[src/rtl/pipe_pkg.sv]
`default_nettype none
// +----------------------------------------------------------------------+
// | pipe_pkg: shared occupancy codes and clear-mask helper for stages    |
// | Rev 1.0                                                              |
// +----------------------------------------------------------------------+
package pipe_pkg;

  localparam logic [1:0] OCC_EMPTY = 2'd0;
  localparam logic [1:0] OCC_ONE   = 2'd1;
  localparam logic [1:0] OCC_TWO   = 2'd2;

  // Bit-level so any payload width can use it via a per-bit loop.
  function automatic logic apply_clr(input logic data, input logic mask, input logic clr);
    return clr ? (data & ~mask) : data;
  endfunction

endpackage
`default_nettype wire

[src/rtl/pipe_slot.sv]
`default_nettype none
// +----------------------------------------------------------------------+
// | pipe_slot: one valid+data register with load, drain, flush, clr mask |
// | Rev 1.0                                                              |
// +----------------------------------------------------------------------+
module pipe_slot #(
  parameter int         W        = 64,
  parameter logic [W-1:0] RST_VAL  = '0,
  parameter logic [W-1:0] CLR_MASK = '0
) (
  input  logic         clk,
  input  logic         rst_n,
  input  logic         flush,
  input  logic         load,
  input  logic         drain,
  input  logic         clr,
  input  logic [W-1:0] din,
  output logic         valid,
  output logic [W-1:0] data
);
  import pipe_pkg::*;

  logic         valid_d, valid_q;
  logic [W-1:0] data_d,  data_q;

  always_comb begin
    valid_d = valid_q;
    data_d  = data_q;
    if (flush) begin
      valid_d = 1'b0;
      data_d  = RST_VAL;
    end else if (load) begin
      valid_d = 1'b1;
      for (int i = 0; i < W; i++) begin
        data_d[i] = apply_clr(din[i], CLR_MASK[i], clr);
      end
    end else if (drain) begin
      valid_d = 1'b0;
    end
  end

  always_ff @(posedge clk) begin
    if (!rst_n) begin
      valid_q <= 1'b0;
      data_q  <= RST_VAL;
    end else begin
      valid_q <= valid_d;
      data_q  <= data_d;
    end
  end

  assign valid = valid_q;
  assign data  = data_q;

endmodule
`default_nettype wire

[src/rtl/pipe_stage_buf.sv]
`default_nettype none
// +----------------------------------------------------------------------+
// | pipe_stage_buf: elastic valid/ready stage register, optional skid    |
// | Rev 1.0                                                              |
// +----------------------------------------------------------------------+
module pipe_stage_buf #(
  parameter int           W        = 64,
  parameter int           SKID     = 1,
  parameter logic [W-1:0] RST_VAL  = '0,
  parameter logic [W-1:0] CLR_MASK = '0
) (
  input  logic         clk,
  input  logic         rst_n,
  input  logic         flush,
  input  logic         in_valid,
  output logic         in_ready,
  input  logic [W-1:0] in_data,
  input  logic         in_clr,
  output logic         out_valid,
  input  logic         out_ready,
  output logic [W-1:0] out_data,
  output logic [1:0]   occupancy
);
  import pipe_pkg::*;

  logic         mv, sv;
  logic [W-1:0] md, sd;
  logic         in_fire, out_fire;
  logic         main_from_skid, main_load;

  assign out_fire       = mv & out_ready;
  assign in_fire        = in_valid & in_ready;
  // In TWO in_ready is low, so a skid-to-main move never collides with an input load.
  assign main_from_skid = sv & out_fire;
  assign main_load      = main_from_skid | (in_fire & (~mv | out_fire));

  pipe_slot #(
    .W        (W),
    .RST_VAL  (RST_VAL),
    .CLR_MASK (CLR_MASK)
  ) u_main (
    .clk   (clk),
    .rst_n (rst_n),
    .flush (flush),
    .load  (main_load),
    .drain (out_fire),
    .clr   (main_from_skid ? 1'b0 : in_clr),
    .din   (main_from_skid ? sd : in_data),
    .valid (mv),
    .data  (md)
  );

  generate
    if (SKID != 0) begin : g_skid
      logic skid_load;
      assign skid_load = in_fire & mv & ~out_fire;

      pipe_slot #(
        .W        (W),
        .RST_VAL  (RST_VAL),
        .CLR_MASK (CLR_MASK)
      ) u_skid (
        .clk   (clk),
        .rst_n (rst_n),
        .flush (flush),
        .load  (skid_load),
        .drain (out_fire),
        .clr   (in_clr),
        .din   (in_data),
        .valid (sv),
        .data  (sd)
      );

      assign in_ready = ~sv;
    end else begin : g_no_skid
      assign sv       = 1'b0;
      assign sd       = RST_VAL;
      assign in_ready = ~mv | out_ready;
    end
  endgenerate

  assign out_valid = mv;
  assign out_data  = md;

  always_comb begin
    occupancy = OCC_EMPTY;
    case ({mv, sv})
      2'b11:        occupancy = OCC_TWO;
      2'b10, 2'b01: occupancy = OCC_ONE;
      default:      occupancy = OCC_EMPTY;
    endcase
  end

endmodule
`default_nettype wire

[config.mk]
export PLATFORM = sky130hd
export DESIGN_NAME = pipe_stage_buf
export DESIGN_NICKNAME = d
export VERILOG_FILES = /design/src/rtl/pipe_pkg.sv /design/src/rtl/pipe_slot.sv /design/src/rtl/pipe_stage_buf.sv
export SDC_FILE = /design/constraint.sdc
export NUM_CORES = 1
export LEC_CHECK = 0
export ABC_AREA = 1
export CAP_MARGIN = 20
export CORE_MARGIN = 5
export CORE_UTILIZATION = 52
export CTS_BUF_LIST = sky130_fd_sc_hd__clkbuf_4 sky130_fd_sc_hd__clkbuf_8
export CTS_CLUSTER_SIZE = 10
export DETAILED_ROUTE_END_ITERATION = 7
export PLACE_DENSITY = 0.8
export SLEW_MARGIN = 10
export SYNTH_ARGS = -nofsm -noshare
export SYNTH_HDL_FRONTEND = slang
export SYNTH_SLANG_ARGS = --single-unit
export TNS_END_PERCENT = 50
[constraint.sdc]
create_clock -name clk -period 1.7 [get_ports clk]
set_input_delay 0.34 -clock clk [delete_from_list [all_inputs] [get_ports clk]]
set_output_delay 0.34 -clock clk [all_outputs]
set_load 0.1 [all_outputs]
==> summary.txt <==
Critical path
  • Crit end category: primary output
  • CP Data Arrival Time: 1.30 ns
  • Crit start category: flop
  • Crit Path Class: reg -> out
  • Critical-path maximum fanout: 16
  • Critical Path RT: 1.36 ns
  • Flop-to-flop setup slack: 0.16 ns

Yosys
  • Yosys warning count: 0
  • Register bit total from synthesis: 130
  • Post-Syn Nets: 878
  • Sequential cell area fraction in the yosys report: 0.451
  • Mean Syn Cell Area: 7.16 µm²
  • Synth Cell Area: 5770 µm²
  • Share of the synthesized area in the top cell type: 0.451
  • Post-synth top area cell: dfxtp_1
  • Top post-synthesis cells by area: dfxtp_1, nand2_1, a21oi_1
  • Count of cell types in the netlist: 20
  • Gate Count Post-Synth: 807

CTS
  • Clock transition at the registers of the reported paths: 0.07 ns
  • Htree depth: 4
  • TritonCTS Sinks: 130
  • Clock latency on the worst-skew pair: 0.43 ns
  • CTS Buf Count: 17
  • Max Root-Sink Buffers: 2
  • CTS Hold Bufs: 0
  • Root Driver: clkbuf_8
  • CTS tree: yes

GRT
  • GRT Total Usage: 0.269
  • First-pass GRT wire length: 29200 µm
  • GRT overflow: 0
  • Initial antenna violation count: 0
  • Vias in the first global route: 6214
  • Largest net degree at the start of global routing: 65

Floorplanning
  • Area of the core: 10800 µm²
  • Die X: 115 µm
  • Io pins: 138
  • Die area: 13300 µm²
  • Die H: 115 µm
  • Core Rows: 38
  • Initial Utilization: 0.533

STA
  • WHS: 0.354 ns
  • Final period util: 0.964
  • Final hold vios: 0
  • Final setup viols: 0
  • F_max: 0.610 GHz
  • Final WS setup: 0.0605 ns
  • Crit path time final: 1.64 ns
  • Setup Skew: 0.0110 ns
  • Rel. slew slack: 0.715
  • RSZ-0062 raised after global routing: no
  • Worst-margin pin slew: 0.428 ns
  • Max Slew Vio Count: 0
  • Final TNS setup: 0 ns

Routing
  • First-pass iteration count of the detailed router: 7
  • Vias per inst: 5.91
  • 1st-iter DRT viols: 619
  • Final antenna-violating net count: 0
  • Residual DRC count: 0
  • Per-cell routed wire length: 16.5 µm
  • WL final: 17500 µm
  • Vias: 6283

Min path
  • Worst Hold Class: in -> reg

Power
  • P_leak: 3.26 nW
  • Tot Pwr: 7.36 mW
  • Pwr/cell area: 874 nW/µm²
  • Maximum vdd drop: 0.718 mV

Layout
  • Share of post-route cells with drive strength above 1: 0.155
  • Layout Cells excl Fill: 1063
  • Final design utilization: 0.777
  • Nets: 981
  • Syn-to-layout area delta: 45.8%
  • Filler cells: 735
  • Ant. Diodes: 0
  • Post-route cell area: 8420 µm²

Placement
  • DP Area: 7930 µm²
  • Worst slack at placement: -0.0812 ns
  • Placed cells: 1028
  • Dpl hpwl: 11500 µm
  • RePlAce Congestion: 0.830
  • Port-buffer cells: 136

Run status
  • Status: finished, final reports clean

Run
  • Max cap viols: 0
## Yosys cell counts (all sizes together)
master / count
a21oi: 129
buf: 48
clkbuf: 33
dfxtp: 130
ha: 1
inv: 14
nand2: 254
nand3: 129
nand4: 61
nor2: 3
o21ai: 5
## where the power goes
part | switching [mW] | total, mW | internal [mW]
clock network | 1.27 | 2.93 | 1.66
registers | 0.0611 | 3.16 | 3.10
logic | 0.780 | 1.26 | 0.481
## registers in the layout (all words and copies together), names as in the netlist
name,cells
g_skid.u_skid.data,64
g_skid.u_skid.valid,1
u_main.data,64
u_main.valid,1
## timing repair
| item | in CTS | in global routing |
|---|---|---|
| setup buffers | 3 | 0 |
| endpoints found under the setup margin | 4 | 1 |
| resized for setup | 4 | 1 |
| pin swaps | 0 | 0 |
| endpoints found under the hold margin | 0 | 0 |
## metal layers
metal  GRT usage  up-vias  wire length, µm  share of wire
li1            -     2946                -              -
met1       0.323     2946             6600           0.38
met2       0.455      344             8760           0.50
met3      0.0711       47             1710          0.098
met4       0.115        0              459          0.026
met5           0        -                0              0
## worst max-delay path, cell delays in order (launching register included)
cell,delay (ns)
dfxtp_4,0.42
buf_6,0.19
inv_1,0.09
buf_12,0.17
## placed cells by master, fill, tap and decap left out, types with 2 or more instances in the layout
cell type        synthesis  layout
a21oi_1                129     129
buf_12                   0      79
buf_4                   18      16
bufinv_16                0       4
clkbuf_8                 0      18
clkdlybuf4s50_1          0      67
clkinv_2                 0       3
clkinv_4                 0       2
dfxtp_1                130     128
dfxtp_4                  0       2
inv_1                   11      11
inv_2                    3       2
inv_6                    0       5
nand2_1                250     250
nand2_2                  3       3
nand3_1                128     128
nand4_1                 61      61
nor2_4                   1       2
o21ai_0                  5       5
## area by class of cell
type,count,area [µm²],area share
Sequential cell,130,2610,0.310
Inverter,14,53.8,0.00639
Multi-Input combinational cell,582,2730,0.324
Clock buffer,18,248,0.0294
Clock inverter,14,199,0.0236
Timing Repair Buffer,165,2400,0.285
Tap cell,140,175,0.0208
## final timing paths
path,cells past startpoint,startpoint,endpoint
worst min register to register,2,g_skid.u_skid.data[38],g_skid.u_skid.data[38]
worst max-delay path,3,g_skid.u_skid.valid,in_ready
worst min-delay path,4,out_ready,g_skid.u_skid.valid
worst max register to register,6,u_main.valid,u_main.data[1]
## logic make-up after synthesis
kind of cell,synth area share
flip-flops,0.451
AO/OA/AOI/OAI,0.116
buffers and inverters,0.0808
adder cells (fa/ha/maj),0.00217
AND/OR/NAND/NOR,0.350
Power figures use the tool's default switching activity.
